===== config.mk =====
export PLATFORM = sky130hd
export DESIGN_NAME = inert_cmd_seq
export DESIGN_NICKNAME = d
export VERILOG_FILES = /design/src/rtl/inert_cmd_seq.sv
export SDC_FILE = /design/constraint.sdc
export NUM_CORES = 1
export LEC_CHECK = 0
export BUFFER_PORTS_ARGS = -buffer_cell sky130_fd_sc_hd__buf_2
export CORE_ASPECT_RATIO = 2
export CORE_UTILIZATION = 45
export DETAILED_ROUTE_END_ITERATION = 16
export PLACE_DENSITY = 0.74
export SYNTH_ARGS = -nofsm -noshare
export SYNTH_HDL_FRONTEND = slang
export SYNTH_SLANG_ARGS = --single-unit

===== constraint.sdc =====
create_clock -name clk -period 2.02 [get_ports clk]
set_input_delay 0.303 -clock clk [delete_from_list [all_inputs] [get_ports clk]]
set_output_delay 0.303 -clock clk [all_outputs]
set_load 0.01 [all_outputs]

===== src/rtl/inert_cmd_seq.sv =====
// Gyro command sequencer: power-up wait, three config writes, then a yaw-rate L/H read pair per data-ready.
// snd/cmd are registered on entry to a send state (INT to snd <= 3 clk); one SPI transaction outstanding, stalls on done.
module inert_cmd_seq #(
    parameter int          TMR_W = 16,
    parameter logic [15:0] CFG0  = 16'h0D02,
    parameter logic [15:0] CFG1  = 16'h1160,
    parameter logic [15:0] CFG2  = 16'h1440,
    parameter logic [15:0] RD_L  = 16'hA600,
    parameter logic [15:0] RD_H  = 16'hA700
) (
    input  logic        clk,
    input  logic        rst_n,
    input  logic        INT,
    input  logic        done,
    input  logic [15:0] resp,
    output logic        snd,
    output logic [15:0] cmd,
    output logic [15:0] yaw_rt,
    output logic        vld,
    output logic        init_done
);

    typedef enum logic [3:0] {
        S_PWR_WAIT, S_CFG0, S_W0, S_CFG1, S_W1, S_CFG2, S_W2,
        S_IDLE, S_RDL, S_WL, S_RDH, S_WH
    } state_t;

    state_t             state, state_nxt;
    logic [TMR_W-1:0]   timer;
    logic               int_meta, int_s;
    logic [7:0]         lo_byte;
    logic               snd_nxt;
    logic [15:0]        cmd_nxt;
    logic               lo_ld, yaw_ld, init_set;

    // snd/cmd are computed for the state being entered, so both rise with the send state itself
    always_comb begin
        state_nxt = state;
        snd_nxt   = 1'b0;
        cmd_nxt   = cmd;
        lo_ld     = 1'b0;
        yaw_ld    = 1'b0;
        init_set  = 1'b0;
        case (state)
            S_PWR_WAIT: if (&timer) begin
                state_nxt = S_CFG0;
                snd_nxt   = 1'b1;
                cmd_nxt   = CFG0;
            end
            S_CFG0: state_nxt = S_W0;
            S_W0: if (done) begin
                state_nxt = S_CFG1;
                snd_nxt   = 1'b1;
                cmd_nxt   = CFG1;
            end
            S_CFG1: state_nxt = S_W1;
            S_W1: if (done) begin
                state_nxt = S_CFG2;
                snd_nxt   = 1'b1;
                cmd_nxt   = CFG2;
            end
            S_CFG2: state_nxt = S_W2;
            S_W2: if (done) begin
                state_nxt = S_IDLE;
                init_set  = 1'b1;
            end
            S_IDLE: if (int_s) begin
                state_nxt = S_RDL;
                snd_nxt   = 1'b1;
                cmd_nxt   = RD_L;
            end
            S_RDL: state_nxt = S_WL;
            S_WL: if (done) begin
                state_nxt = S_RDH;
                snd_nxt   = 1'b1;
                cmd_nxt   = RD_H;
                lo_ld     = 1'b1;
            end
            S_RDH: state_nxt = S_WH;
            S_WH: if (done) begin
                state_nxt = S_IDLE;
                yaw_ld    = 1'b1;
            end
            default: state_nxt = S_PWR_WAIT;
        endcase
    end

    always_ff @(posedge clk or negedge rst_n) begin
        if (!rst_n) begin
            state     <= S_PWR_WAIT;
            timer     <= '0;
            int_meta  <= 1'b0;
            int_s     <= 1'b0;
            lo_byte   <= 8'h00;
            snd       <= 1'b0;
            cmd       <= 16'h0000;
            yaw_rt    <= 16'h0000;
            vld       <= 1'b0;
            init_done <= 1'b0;
        end else begin
            state    <= state_nxt;
            int_meta <= INT;
            int_s    <= int_meta;
            snd      <= snd_nxt;
            cmd      <= cmd_nxt;
            vld      <= yaw_ld;
            if (state == S_PWR_WAIT) timer <= timer + TMR_W'(1);
            if (lo_ld)               lo_byte <= resp[7:0];
            if (yaw_ld)              yaw_rt <= {resp[7:0], lo_byte};
            if (init_set)            init_done <= 1'b1;
        end
    end

endmodule


==> flow_summary.toml <==
[floorplan]
initial_core_util = 0.470
die_h_um = 106
num_rows = 37
die_w_um = 54.1
core_um2 = 5180
die_area_um2 = 5740
ios = 55

[worst_setup_path]
critPathTopFamily = "simple AND/OR/NAND/NOR gates"
crit_type = "flop to flop"
crit_slowest_cell = "or3b_4"
crit_required_ps = 2230
cp_max_fo = 5
path_cells = "ha_1, and3_1, and2_4, nand3_1, or3b_4, mux2_4"
rr_startpoint = "timer[0]"
critPathMaxStageDelay_ps = 440
arrival_ps = 2140
crit_path_end_kind = "flop"
critPathLaunchType = "flop"
path_buf_inv = 0
startpoint = "timer[0]"

[timing]
finalSetupViolations = 0
min_period_ps = 1920
max_slew_margin = 0.638
skew_ps = 8.40
tns_ps = 0
fin_crit_sh = 0.953
report.final.hold_viol_count = 0
max_freq_ghz = 0.520
grt_setup_unrepaired = "no"
maxSlewViolCount = 0
whs_ps = 94.8
worst_slew_pin_slew_ps = 543

[global_route]
grt_max_degree = 33
globalRouteMet2Util = 0.304
busiest_layer = "met2"
antenna_found_initial = 0
grt_pass1_wl_um = 7320
grt.met1_usage = 0.198
grt_overflow_total = 0
grt_pass1_vias = 1665
grt_usage = 0.179
gr-usage-met3 = 0.0372

[route]
vias_per_cell = 5.14
drt-initial-drc-count = 73
drc = 0
dr.pass1.iters = 4
num_vias = 1634
final_antenna_net_count = 0
wl_per_cell_um = 13.7
wirelength_um = 4360

[cts]
path_clk_slew_ps = 100
postCtsSetupBuffers = 0
clock_latency_ps = 320
clock-root-buffer = "clkbuf_8"
cts_buffers = 5
cts.sinks = 55
cts_max_level = 2
cts_buffer_depth = 2
cts_tree = "built"

[placement]
numPortBuffers = 40
place_congestion = 0.803
dpl.hpwl_um = 3240
dp_cells = 309

[pwr]
p_leak_nw = 1.47
powerDensity_nw_per_um2 = 628
ir_drop_v = 0.000868
fin_total_pwr_w = 0.00178

[logic_synthesis]
ys_ff_latch = 55
synth_edf_count = 0
synth_area_per_cell_um2 = 11.7
syn_area_um2 = 2440
ys_async_sr_fraction = 1.00
yosysSeqAreaShare = 0.564
yosys.cell_types.count = 43
syn_inst = 209
synth-warning-count = 0
ys_dominant_reg_cell = "dfrtp_1"

[cells_and_area]
area_growth_pct = 16.4
nets = 280
final_common_cell = "dfrtp_1"
drive_above_1_share = 0.346
stdcell_count = 318
final_cell_mix = "54 x dfrtp_1, 40 x buf_2, 32 x nand2_1"
n_antenna_cell = 0
post-route-util = 0.547

[run_status]
outcome = "finished clean"

[hold_path]
hold_path_class = "input pin to flop"
hold_start = "INT"

[flow_run]
maxCapViolCount = 0
==> worst paths after layout <==
kind / to / slack (ps) / cells past startpoint
setup / recovery: cmd[10] / 100 / 6
hold / removal: int_meta / 90 / 1
hold reg to reg: int_s / 390 / 0
setup reg to reg: cmd[10] / 100 / 6
min in group asynchronous: cmd[5] / 490 / 2
max in group asynchronous: timer[6] / 960 / 3
==> per-layer routing <==
metal | vias up | share of wire
met5 | - | 0
met4 | 0 | 0.029
met3 | 8 | 0.035
met2 | 37 | 0.54
met1 | 806 | 0.39
li1 | 783 | -
==> where the power goes <==
part | leakage, nW | internal (W) | switching (W)
Sequential | 0.738 | 0.00110 | 0.00000103
Clock | 0.0461 | 0.000251 | 0.000376
Combinational | 0.690 | 0.0000164 | 0.0000363
Total | 1.47 | 0.00137 | 0.000413
==> worst reg2reg max path: stages, from the launching register on <==
cell,delay [ps]
dfrtp_1,410
ha_1,210
and3_1,190
and2_4,160
nand3_1,110
or3b_4,440
mux2_4,310
==> metrics by stage <==
step / worst slack (ps) / instance area, µm²
finish: 95.2 / 2840
floorplan: 102 / 2460
CTS: 33.5 / 2830
detailed placement: 36.8 / 2730
global placement: 68.4 / 2730
global route: 8.26 / 2840
==> Yosys cell counts (2+ instances only) <==
master    number  area share
nand2_1       32       0.049
and3_1         3      0.0077
mux2_4         2       0.012
xor2_1         6       0.022
xnor2_1       10       0.036
buf_6          2      0.0092
a221oi_1       2      0.0072
dfrtp_1       55        0.56
nand4_1        5       0.013
inv_1          6      0.0092
nand3_1        9       0.018
a21oi_1        4      0.0082
nor2_1        10       0.015
buf_4         13       0.040
mux2_2        17       0.079
a21o_1         2      0.0062
o21ai_0        5       0.010
==> state kept, by name, indices dropped and copies added (netlist names) <==
register	count
yaw_rt	16
init_done	1
timer	16
vld	1
snd	1
int_s	1
state	4
lo_byte	8
int_meta	1
cmd	6
==> cell type report <==
class / count / area (µm²)
fillers: 462 / 2350
flip-flops and latches: 55 / 1380
multi-input cells: 135 / 928
repair buffers: 55 / 340
well taps: 58 / 72.6
clock buffers: 5 / 68.8
inverters: 7 / 26.3
clock inverters: 3 / 23.8
==> timing repair <==
action                                  in CTS  in global routing
endpoints found under the hold margin       23                  0
endpoints found under the setup margin       0                  4
hold buffers                                 1                  0
resized for setup                            0                  2
==> kinds of logic (layout without fill, tap and decap cells) <==
family          Yosys count  after routing  share of synthesized area
buf+inv                  24             70                     0.0636
simple gates             72             72                      0.158
xor+xnor                 16             16                     0.0575
fa+ha+maj                 1              1                    0.00513
compound gates           20             20                     0.0549
other cells               1              6                    0.00154
mux                      20             20                     0.0949
flops                    55             55                      0.564
Note: power is estimated with default switching activity, not from simulation.
